<file path="config.mk">
export PLATFORM = sky130hd
export DESIGN_NAME = branch_pred_ctrl
export DESIGN_NICKNAME = d
export VERILOG_FILES = /design/src/rtl/branch_pred_ctrl_pkg.sv /design/src/rtl/branch_pred_ctrl_bht_sat2.sv /design/src/rtl/branch_pred_ctrl.sv
export SDC_FILE = /design/constraint.sdc
export NUM_CORES = 1
export LEC_CHECK = 0
export BUFFER_PORTS_ARGS = -buffer_cell sky130_fd_sc_hd__buf_4
export CORE_MARGIN = 1.5
export CORE_UTILIZATION = 30
export DETAILED_ROUTE_END_ITERATION = 8
export HOLD_SLACK_MARGIN = 0.12
export PLACE_DENSITY = 0.61
export RECOVER_POWER = 25
export SYNTH_ARGS = -nofsm -noshare
export SYNTH_HDL_FRONTEND = slang
export SYNTH_SLANG_ARGS = --single-unit
</file>
<file path="constraint.sdc">
create_clock -name clk -period 2.13 [get_ports clk]
set_input_delay 0.426 -clock clk [delete_from_list [all_inputs] [get_ports clk]]
set_output_delay 0.426 -clock clk [all_outputs]
set_load 0.02 [all_outputs]
</file>
<file path="src/rtl/branch_pred_ctrl_pkg.sv">
// Shared control-flow encodings for the branch predictor and the ID/EX control path.
package branch_pred_ctrl_pkg;

  typedef enum logic [1:0] {
    JT_NONE   = 2'b00,
    JT_JAL    = 2'b01,
    JT_JALR   = 2'b10,
    JT_BRANCH = 2'b11
  } j_type_e;

  typedef enum logic [1:0] {
    PC_SEQ    = 2'b00,
    PC_ID_TGT = 2'b01,
    PC_EX_TGT = 2'b10,
    PC_EX_SEQ = 2'b11
  } pc_sel_e;

  typedef enum logic [1:0] {
    BHT_SNT = 2'b00,
    BHT_WNT = 2'b01,
    BHT_WT  = 2'b10,
    BHT_ST  = 2'b11
  } bht_state_e;

  localparam logic [1:0] BHT_RESET = BHT_WNT;

endpackage

</file>
<file path="src/rtl/branch_pred_ctrl_bht_sat2.sv">
// One 2-bit saturating branch-history counter; resets to weak not-taken.
module bht_sat2
  import branch_pred_ctrl_pkg::*;
(
  input  logic       clk,
  input  logic       rst,
  input  logic       inc,
  input  logic       dec,
  output logic [1:0] state
);

  always_ff @(posedge clk or negedge rst) begin
    if (!rst) begin
      state <= BHT_RESET;
    end else if (inc && (state != BHT_ST)) begin
      state <= state + 2'd1;
    end else if (dec && (state != BHT_SNT)) begin
      state <= state - 2'd1;
    end
  end

endmodule

</file>
<file path="src/rtl/branch_pred_ctrl.sv">
// Control-flow sequencer: BHT prediction in ID, jump/branch resolution in EX, PC select and flushes.
module branch_pred_ctrl
  import branch_pred_ctrl_pkg::*;
#(
  parameter int IDX_W = 4,
  parameter int PC_W  = 32,
  parameter int CNT_W = 16
) (
  input  logic             clk,
  input  logic             rst,
  input  logic             bp_en,
  input  logic [PC_W-1:0]  id_pc,
  input  logic             id_is_branch,
  output logic             pred_taken,
  input  logic             ex_valid,
  input  logic [1:0]       ex_j_type,
  input  logic [PC_W-1:0]  ex_pc,
  input  logic             ex_taken,
  input  logic             ex_pred_taken,
  output logic [1:0]       pc_sel,
  output logic             flush_if,
  output logic             flush_id,
  output logic [CNT_W-1:0] mispred_cnt,
  output logic [CNT_W-1:0] branch_cnt
);

  localparam int ENTRIES = 2 ** IDX_W;

  function automatic logic [CNT_W-1:0] sat_inc(input logic [CNT_W-1:0] v);
    return (&v) ? v : v + CNT_W'(1);
  endfunction

  logic [IDX_W-1:0] id_idx;
  logic [IDX_W-1:0] ex_idx;
  logic [1:0]       bht_q [ENTRIES];
  logic             resolve;
  logic             mispred;
  logic             jump;
  logic             pred;
  logic             unused_pc;

  assign id_idx    = id_pc[IDX_W+1:2];
  assign ex_idx    = ex_pc[IDX_W+1:2];
  assign unused_pc = ^{id_pc[PC_W-1:IDX_W+2], id_pc[1:0], ex_pc[PC_W-1:IDX_W+2], ex_pc[1:0]};

  assign resolve = ex_valid && (ex_j_type == JT_BRANCH);
  assign mispred = resolve && (ex_taken != ex_pred_taken);
  assign jump    = ex_valid && ((ex_j_type == JT_JAL) || (ex_j_type == JT_JALR));

  // Only conditional branches train; the write is one-hot on the EX index.
  for (genvar g = 0; g < ENTRIES; g++) begin : g_bht
    logic hit;
    assign hit = resolve && (ex_idx == IDX_W'(g));
    bht_sat2 u_ctr (
      .clk   (clk),
      .rst   (rst),
      .inc   (hit && ex_taken),
      .dec   (hit && !ex_taken),
      .state (bht_q[g])
    );
  end

  // The read uses the registered table, so a same-cycle EX update is not visible to ID.
  assign pred       = rst && id_is_branch && bp_en && bht_q[id_idx][1];
  assign pred_taken = pred;

  always_comb begin
    pc_sel   = PC_SEQ;
    flush_if = 1'b0;
    flush_id = 1'b0;
    if (!rst) begin
      pc_sel   = PC_SEQ;
    end else if (jump) begin
      pc_sel   = PC_EX_TGT;
      flush_if = 1'b1;
      flush_id = 1'b1;
    end else if (mispred) begin
      pc_sel   = ex_taken ? PC_EX_TGT : PC_EX_SEQ;
      flush_if = 1'b1;
      flush_id = 1'b1;
    end else if (pred) begin
      pc_sel   = PC_ID_TGT;
      flush_if = 1'b1;
    end
  end

  always_ff @(posedge clk or negedge rst) begin
    if (!rst) begin
      branch_cnt  <= '0;
      mispred_cnt <= '0;
    end else begin
      if (resolve) branch_cnt  <= sat_inc(branch_cnt);
      if (mispred) mispred_cnt <= sat_inc(mispred_cnt);
    end
  end

endmodule
</file>
==> reports/metrics.yaml, run 1 <==
place_area_mm2: 0.00414
violations: "setup timing"
coreArea_mm2: 0.0110
yosysWarnings: 0
ys_async_sr_fraction_pct: 100
num_vias: 2900
wl_um: 8130
antenna_found_initial: 0
crit_path_start_kind: "register"
clk_latency_ps: 320
clock_sinks: 64
area_growth_pct: 30.4
final_common_cell: "buf_4"
vias_per_cell: 5.03
pwr_density_cell_mw_per_mm2: 851
min-delay-path-class: "in -> async"
fin_crit_ps: 2350
final-hold-violation-count: 0
maxCapViolations: 0
wl_per_cell_um: 14.1
dp_hpwl_um: 5910
drcViolationCount: 0
fmax_mhz: 425
slew_viol_final: 0
synth_top_area_cell: "dfrtp_1"
p_leak_nw: 2.01
mappedNetlistArea_mm2: 0.00343
synth_edf_count: 0
crit_arrival_ps: 1930
instances_no_fill: 577
finalSetupViolCount: 3
first_pass_iters: 6
setup.worst_path.class: "reg -> out"
yosysUniqueCellTypes: 49
multiInputGateArea_mm2: 0.00174
fill_cells: 1061
ios: 110
numCtsBuffers: 9
clk_pin_slew_ps: 50
final_cell_mix: "69 x buf_4, 49 x nand2_1, 48 x dfrtp_1"
final_design_area_no_fill_mm2: 0.00447
crit_required_ps: 1700
period_share_pct: 110
cp-end-kind: "output port"
cts_tree: "done"
dieHeight_um: 110
slew_headroom_pct: 45.6
dieWidth_um: 110
status: "finished with violations"
drtIter0Drc: 123
crit_fanout: 5
die-area_mm2: 0.0121
clock_skew_ps: 4.00
grt_pass1_vias: 2759
synth-seq-area-share_pct: 47.3
dp_cells: 560
grt_usage_pct: 14.4
tightest_slew_ps: 816
ys_seq_elements: 64
synthFlopType: "dfrtp_1"
ir_worst_vdd_mv: 0.460
layout_setup_ws_ps: -222
diodes: 0
place.gp.congestion: 0.795
synth_top_area_share_pct: 35.0
syn_nets: 432
grt_pass1_wl_um: 13300
ys_top_cells_by_area: "dfrtp_1 35%, dfstp_2 12%, nand2_1 5.4%"
rsz0062_at_grt: "true"
h-tree-depth: 3
nNetsFinal: 508
grt_max_degree: 40
clockRootBuffer: "clkbuf_16"
finalSetupTns_ps: -516
placementRows: 38
io_buffers: 53
initial_utilization_pct: 31.2
overflow: 0
synthCells: 356
final_util_pct: 40.7
syn-mean-instance-area_um2: 9.64
clock_path_buffers: 2
register_area_mm2: 0.00162
drive_gt1_share_pct: 27.7
ant_nets: 0
## timing repair
action	CTS	global route
gates resized for setup	4	1
pin swaps	2	1
hold buffers	0	0
setup buffers	2	0
setup endpoints to repair	3	3
## power by group
group | internal, mW | total, mW | switching (mW)
registers | 1.41 | 1.57 | 0.163
clock network | 1.06 | 1.56 | 0.508
logic | 0.307 | 0.672 | 0.365
## synth_stat cells, types with 3 or more instances
library cell and instances:
a21oi_1 16, and2_1 4, and3_1 14, clkbuf_1 6
dfrtp_1 48, dfstp_2 16, ha_1 3, inv_1 15
maj3_1 11, mux2_1 8, mux2i_1 5, nand2_1 49
nand2b_1 4, nand3_1 22, nand4_1 12, nor2_1 21
nor2b_1 4, nor3_1 5, nor3_2 3, o21ai_0 29
o21ai_1 4, or3_1 3, xnor2_1 20, xor2_1 6
## worst max-delay path, stage by stage (launching register included)
cell	delay, ps
dfrtp_1	410
mux4_2	470
nand2b_4	160
nand3_4	60
o41ai_4	100
o2111a_2	270
buf_6	130
## per-stage QoR
stage / hold WS [ps] / setup slack (ps) / total power, mW
final: 374 / -222 / 3.81
after CTS: 216 / -258 / 3.85
after floorplan: 130 / 8.54 / 1.95
after global routing: 459 / -289 / 4.00
after detailed placement: 470 / -140 / 2.26
after global placement: 462 / -134 / 2.24
## registers in the layout, indices dropped and copies added (netlist names)
| signal | count |
|---|---|
| branch_cnt | 16 |
| g_bht.u_ctr.state | 32 |
| mispred_cnt | 16 |
## area by class of cell
type	count	share of cell area [%]
well taps	140	3.92
clock inverters	3	1.45
flip-flops and latches	64	36.3
repair buffers	74	12.5
multi-input cells	268	39.0
clock buffers	13	5.59
inverters	15	1.26
## path summary, 6_finish.rpt
kind | startpoint | to | slack [ps] | cells past startpoint
max | g_bht[7].u_ctr.state[1] | pc_sel[0] | -220 | 6
min | rst | g_bht[14].u_ctr.state[1] | 370 | 2
max reg2reg | branch_cnt[0] | branch_cnt[1] | 260 | 4
min reg2reg | g_bht[6].u_ctr.state[0] | g_bht[6].u_ctr.state[0] | 480 | 2
max in group asynchronous | rst | g_bht[2].u_ctr.state[1] | 610 | 3
min in group clk | ex_pc[5] | g_bht[14].u_ctr.state[0] | 440 | 3
## logic make-up (layout without fill, tap and decap cells)
logic type,after synthesis,after routing,synth area share (%)
DFF,64,64,47.3
adders and majority gates,14,14,4.30
buffers and inverters,24,105,2.99
xor gates and xnor gates,26,26,6.64
AOI/OAI and AO/OA,61,61,10.4
muxes,15,15,5.40
and+or+nand+nor,152,152,23.0
## metal layers
metal / part of all wire, % / up-vias / GRT usage (%)
li1: - / 1409 / -
met1: 46 / 1420 / 18.8
met2: 47 / 58 / 22.5
met3: 5.3 / 13 / 3.85
met4: 1.5 / 0 / 5.75
met5: 0 / - / 0
Power figures use the tool's default switching activity.
==> run 2: changes to the inputs <==
GPL_TIMING_DRIVEN = 0   (was default)
==> reports/metrics.yaml, run 2 (synthesis gave the netlist of run 1 again) <==
cts_tree: "done"
grt_util_met3_pct: 3.79  # -0.059 points
dieWidth_um: 110  # unchanged
setup.worst_path.class: "reg -> out"
maxCapViolations: 0  # unchanged
numCtsBuffers: 9  # unchanged
final_common_cell: "buf_4"
slew_headroom_pct: 16.0  # -30 points
rsz0062_at_grt: "true"
vias_per_cell: 4.97  # -1.2%
nNetsFinal: 504  # -0.79%
top_regs: "g_bht.u_ctr.state: 32 flops, branch_cnt: 16 flops, mispred_cnt: 16 flops"
finalSetupViolCount: 3  # unchanged
ant_nets: 0  # unchanged
crit_required_ps: 1700  # about the same
drcViolationCount: 0  # unchanged
clockRootBuffer: "clkbuf_16"
layout_setup_ws_ps: -209  # +13.0 ps
path_cells: "mux4_2, nand2b_4, nand3_4, o41ai_4, o2111a_2, buf_6"
io_buffers: 50  # -5.7%
holdWs_ps: 483  # +109 ps
fmax_mhz: 427  # +0.55%
fin_crit_ps: 2340  # -13.0 ps
tightest_slew_ps: 1260  # +444 ps
coreArea_mm2: 0.0110  # unchanged
crit_arrival_ps: 1910  # -20 ps
violations: "setup timing"
status: "finished with violations"
min-delay-path-class: "reg -> reg"
place.gp.congestion: 0.799  # +0.45%
drtIter0Drc: 119  # -3.3%
crit_path_start_kind: "register"
wl_per_cell_um: 14.9  # +6.1%
initial_utilization_pct: 31.2  # unchanged
p_leak_nw: 2.00  # -0.22%
pwr_density_cell_mw_per_mm2: 901  # +5.9%
clk_latency_ps: 320  # about the same
clock_skew_ps: 7.17  # +3.17 ps
ir_worst_vdd_mv: 0.457  # -0.72%
diodes: 0  # unchanged
p_total_mw: 4.06  # +6.7%
placementRows: 38  # unchanged
final_design_area_no_fill_mm2: 0.00451  # +0.78%
dp_hpwl_um: 5830  # -1.3%
place_area_mm2: 0.00401  # -3.0%
crit_fanout: 3  # -2
top_register: "g_bht.u_ctr.state"
first_pass_iters: 4  # -2
cp-end-kind: "output port"
ios: 110  # unchanged
slowest_stage: "mux4_2"
drive_gt1_share_pct: 26.1  # -1.6 points
grt_pass1_wl_um: 13900  # +4.4%
die-area_mm2: 0.0121  # unchanged
grt_usage_pct: 15.2  # +0.81 points
period_share_pct: 110  # -0.61 points
overflow: 0  # unchanged
clock_sinks: 64  # unchanged
busiest_layer: "met2"
wl_um: 8570  # +5.3%
grtUsageMet1_pct: 19.7  # +0.89 points
clock_path_buffers: 2  # unchanged
dieHeight_um: 110  # unchanged
clk_pin_slew_ps: 60  # about the same
slew_viol_final: 0  # unchanged
num_vias: 2845  # -1.9%
grt_util_met2_pct: 24.4  # +2.0 points
h-tree-depth: 3  # unchanged
max_stage_delay_ps: 470  # about the same
grt_pass1_vias: 2794  # +1.3%
final-hold-violation-count: 0  # unchanged
final_cell_mix: "55 x buf_4, 49 x nand2_1, 48 x dfrtp_1"
largest_reg_flops: 32  # unchanged
fill_cells: 1072  # +1.0%
antenna_found_initial: 0  # unchanged
area_growth_pct: 31.4
grt_max_degree: 49  # +23%
-- run 2: changes by cell type in the layout (fill, tap and decap cells not counted), sizes merged --
| cell | before | now |
|---|---|---|
| dlygate4sd3 | 0 | 2 |
| bufinv | 2 | 4 |
| clkdlybuf4s25 | 0 | 1 |
| clkinv | 1 | 2 |
| buf | 72 | 60 |
| clkbuf | 15 | 17 |
-- run 2: where the power goes --
group	total (mW)	internal, mW	switching, mW
registers	1.57	1.41	0.165
clock network	1.81	1.29	0.526
logic	0.674	0.303	0.372
total	4.06	3.00	1.06
-- run 2: worst max-delay path, delay by kind of cell (launching register included) --
family                 cells  cell delay (ps)
AOI/OAI and AO/OA          2              380
buffers and inverters      1              130
DFF                        1              380
muxes                      1              470
and+or+nand+nor            2              220
-- run 2: worst paths after layout --
kind                       cells after the start  slack [ps]                 endpoint                     from
max                                            6        -210                pc_sel[0]  g_bht[7].u_ctr.state[1]
min                                            2         480  g_bht[6].u_ctr.state[0]  g_bht[6].u_ctr.state[0]
max reg2reg                                    6         230           mispred_cnt[1]           mispred_cnt[8]
min reg2reg                                    2         480  g_bht[6].u_ctr.state[0]  g_bht[6].u_ctr.state[0]
max in group asynchronous                      3         620            branch_cnt[9]                      rst
min in group asynchronous                      3         740  g_bht[6].u_ctr.state[1]                      rst
-- run 2: timing repair --
action                     in CTS  in global routing
setup buffers                   7                  0
gates resized for setup         8                  2
setup endpoints to repair       5                  4
hold buffers                    4                  0
cloned                          0                  0
hold endpoints to repair       48                  0
pin swaps                       2                  1
-- run 2: through the flow --
stage	instances	utilization, %	setup WS [ps]	TNS [ps]
final	573	41.0	-209	-479
after global routing	573	41.0	-274	-672
after CTS	573	41.3	-243	-550
after detailed placement	546	36.5	-673	-2000
after global placement	546	36.5	-635	-1860
after floorplan	356	-	8.54	0
-- run 2: final cells by class --
| class | instances | area (um^2) | area share [%] |
|---|---|---|---|
| Multi-Input combinational cell | 268 | 1750 | 38.8 |
| Sequential cell | 64 | 1620 | 36.0 |
| Timing Repair Buffer | 61 | 487 | 10.8 |
| Clock buffer | 10 | 239 | 5.30 |
| Tap cell | 140 | 175 | 3.89 |
| Clock inverter | 6 | 130 | 2.89 |
| Inverter | 15 | 56.3 | 1.25 |
| Buffer | 9 | 48.8 | 1.08 |
-- run 2: metal layers --
metal / routed length, um / part of all wire (%) / vias up
met1: 3980 / 46 / 1388
met4: 89 / 1.0 / 0
met3: 388 / 4.5 / 7
met5: 0 / 0 / -
li1: - / - / 1394
met2: 4110 / 48 / 56
==> run 3: changes to the inputs <==
RECOVER_POWER = default   (was 25)
==> reports/metrics.yaml, run 3 (synthesis gave the netlist of run 1 again) <==
grt_pass1_vias: 2794  # unchanged
wl_per_cell_um: 15.0  # +0.12%
crit_arrival_ps: 1910  # about the same
clk_pin_slew_ps: 60  # about the same
crit_required_ps: 1700  # about the same
p_total_mw: 4.07  # +0.20%
final_cell_mix: "55 x buf_4, 49 x nand2_1, 48 x dfrtp_1"
tightest_slew_ps: 714  # -546 ps
clock_path_buffers: 2  # unchanged
grt_max_degree: 49  # unchanged
cp-end-kind: "output port"
num_vias: 2850  # +0.18%
drive_gt1_share_pct: 26.3  # +0.23 points
dp_hpwl_um: 5830  # unchanged
die-area_mm2: 0.0121  # unchanged
overflow: 0  # unchanged
fin_crit_ps: 2340  # +0.618 ps
clock_sinks: 64  # unchanged
vias_per_cell: 4.97  # +0.18%
grt_usage_pct: 15.2  # unchanged
coreArea_mm2: 0.0110  # unchanged
ir_worst_vdd_mv: 0.456  # -0.11%
top_register: "g_bht.u_ctr.state"
wl_um: 8580  # +0.12%
violations: "setup timing"
power_switching_share_pct: 26.1  # -0.063 points
io_buffers: 50  # unchanged
fmax_mhz: 427  # about the same
p_leak_nw: 2.02  # +0.87%
period_share_pct: 110  # about the same
p_sw_mw: 1.06  # about the same
instances_no_fill: 573  # unchanged
clk_latency_ps: 320  # about the same
min-delay-path-class: "in -> async"
ios: 110  # unchanged
p_clk_share_pct: 44.6  # about the same
crit_path_start_kind: "register"
initial_utilization_pct: 31.2  # unchanged
cts_tree: "done"
rsz0062_at_grt: "true"
slew_viol_final: 0  # unchanged
ant_nets: 0  # unchanged
numCtsBuffers: 9  # unchanged
antenna_found_initial: 0  # unchanged
r2r_slack_ps: 240  # about the same
dieWidth_um: 110  # unchanged
h-tree-depth: 3  # unchanged
pwr_density_cell_mw_per_mm2: 895  # -0.68%
diodes: 0  # unchanged
finalSetupTns_ps: -481  # -1.92 ps
largest_reg_flops: 32  # unchanged
dp_cells: 546  # unchanged
reg2regPathDepth: 6  # unchanged
clock_skew_ps: 7.22  # +0.0489 ps
drcViolationCount: 0  # unchanged
setup.worst_path.class: "reg -> out"
p_int_mw: 3.01  # +0.29%
nNetsFinal: 504  # unchanged
r2r_end: "mispred_cnt[1]"
final-hold-violation-count: 0  # unchanged
r2r_start: "mispred_cnt[8]"
first_pass_iters: 4  # unchanged
dieHeight_um: 110  # unchanged
grt_pass1_wl_um: 13900  # unchanged
place.gp.congestion: 0.799  # unchanged
slew_headroom_pct: 52.3  # +36 points
final_common_cell: "buf_4"
status: "finished with violations"
layout_setup_ws_ps: -210  # -0.618 ps
clockRootBuffer: "clkbuf_16"
drtIter0Drc: 123  # +3.4%
finalSetupViolCount: 3  # unchanged
top_regs: "g_bht.u_ctr.state: 32 flops, branch_cnt: 16 flops, mispred_cnt: 16 flops"
area_growth_pct: 32.6
holdWs_ps: 166  # -318 ps
seqPwrFrac_pct: 38.6  # about the same
final_util_pct: 41.4  # +0.36 points
maxCapViolations: 0  # unchanged
power_frac_comb_pct: 16.8  # +0.2 points
crit_fanout: 3  # unchanged
placementRows: 38  # unchanged
[run 3: cell count changes in the layout (fill, tap and decap cells not counted), sizes merged]
| cell | before | now |
|---|---|---|
| buf | 60 | 62 |
| clkbuf | 17 | 16 |
| clkdlybuf4s25 | 1 | 0 |
[run 3: area by class of cell]
| type | instances | area (um^2) |
|---|---|---|
| fillers | 1066 | 6430 |
| multi-input cells | 268 | 1750 |
| flip-flops and latches | 64 | 1620 |
| repair buffers | 61 | 527 |
| clock buffers | 10 | 239 |
| well taps | 140 | 175 |
| clock inverters | 6 | 130 |
| inverters | 15 | 56.3 |
| plain buffers | 9 | 48.8 |
[run 3: how the worst max path moves through the flow]
stage                                        from   endpoint  slack, ps
after floorplan                          id_pc[2]  pc_sel[0]          9
after global placement                        rst  pc_sel[0]       -630
after detailed placement                      rst  pc_sel[0]       -670
after CTS                 g_bht[6].u_ctr.state[1]  pc_sel[0]       -240
after global routing      g_bht[7].u_ctr.state[1]  pc_sel[0]       -270
final                     g_bht[7].u_ctr.state[1]  pc_sel[0]       -210
[run 3: through the flow]
stage	cell area (um^2)	setup WS (ps)
floorplan	3460	8.54
global placement	4010	-635
detailed placement	4010	-673
CTS	4540	-243
global route	4550	-274
finish	4550	-210
[run 3: routing by layer]
metal  GRT usage (%)  wire length (um)  up-vias
li1                -                 -     1393
met1            19.7              3940     1386
met2            24.4              4120       64
met3            3.79               432        7
met4            5.47                85        0
met5               0                 0        -
[run 3: timing repair]
| item | CTS | global route |
|---|---|---|
| hold endpoints to repair | 48 | 0 |
| pin swaps | 2 | 1 |
| gates resized for setup | 8 | 2 |
| hold buffers | 4 | 0 |
| gates cloned | 0 | 0 |
| setup buffers | 7 | 0 |
| setup endpoints to repair | 5 | 4 |
[run 3: critical path, cell delays in order (launching register included)]
cell and delay [ps]:
dfrtp_1 380, mux4_2 470, nand2b_4 160, nand3_4 60, o41ai_4 110, o2111a_2 270
buf_6 130
[run 3: power groups by stage]
stage	combinational, mW	clock (mW)	sequential (mW)
6_report	0.684	1.81	1.57
5_1_grt	0.754	1.91	1.59
4_1_cts	0.695	1.85	1.57
3_5_place_dp	0.664	0	1.59
3_3_place_gp	0.645	0	1.58
2_1_floorplan	0.306	0	1.65
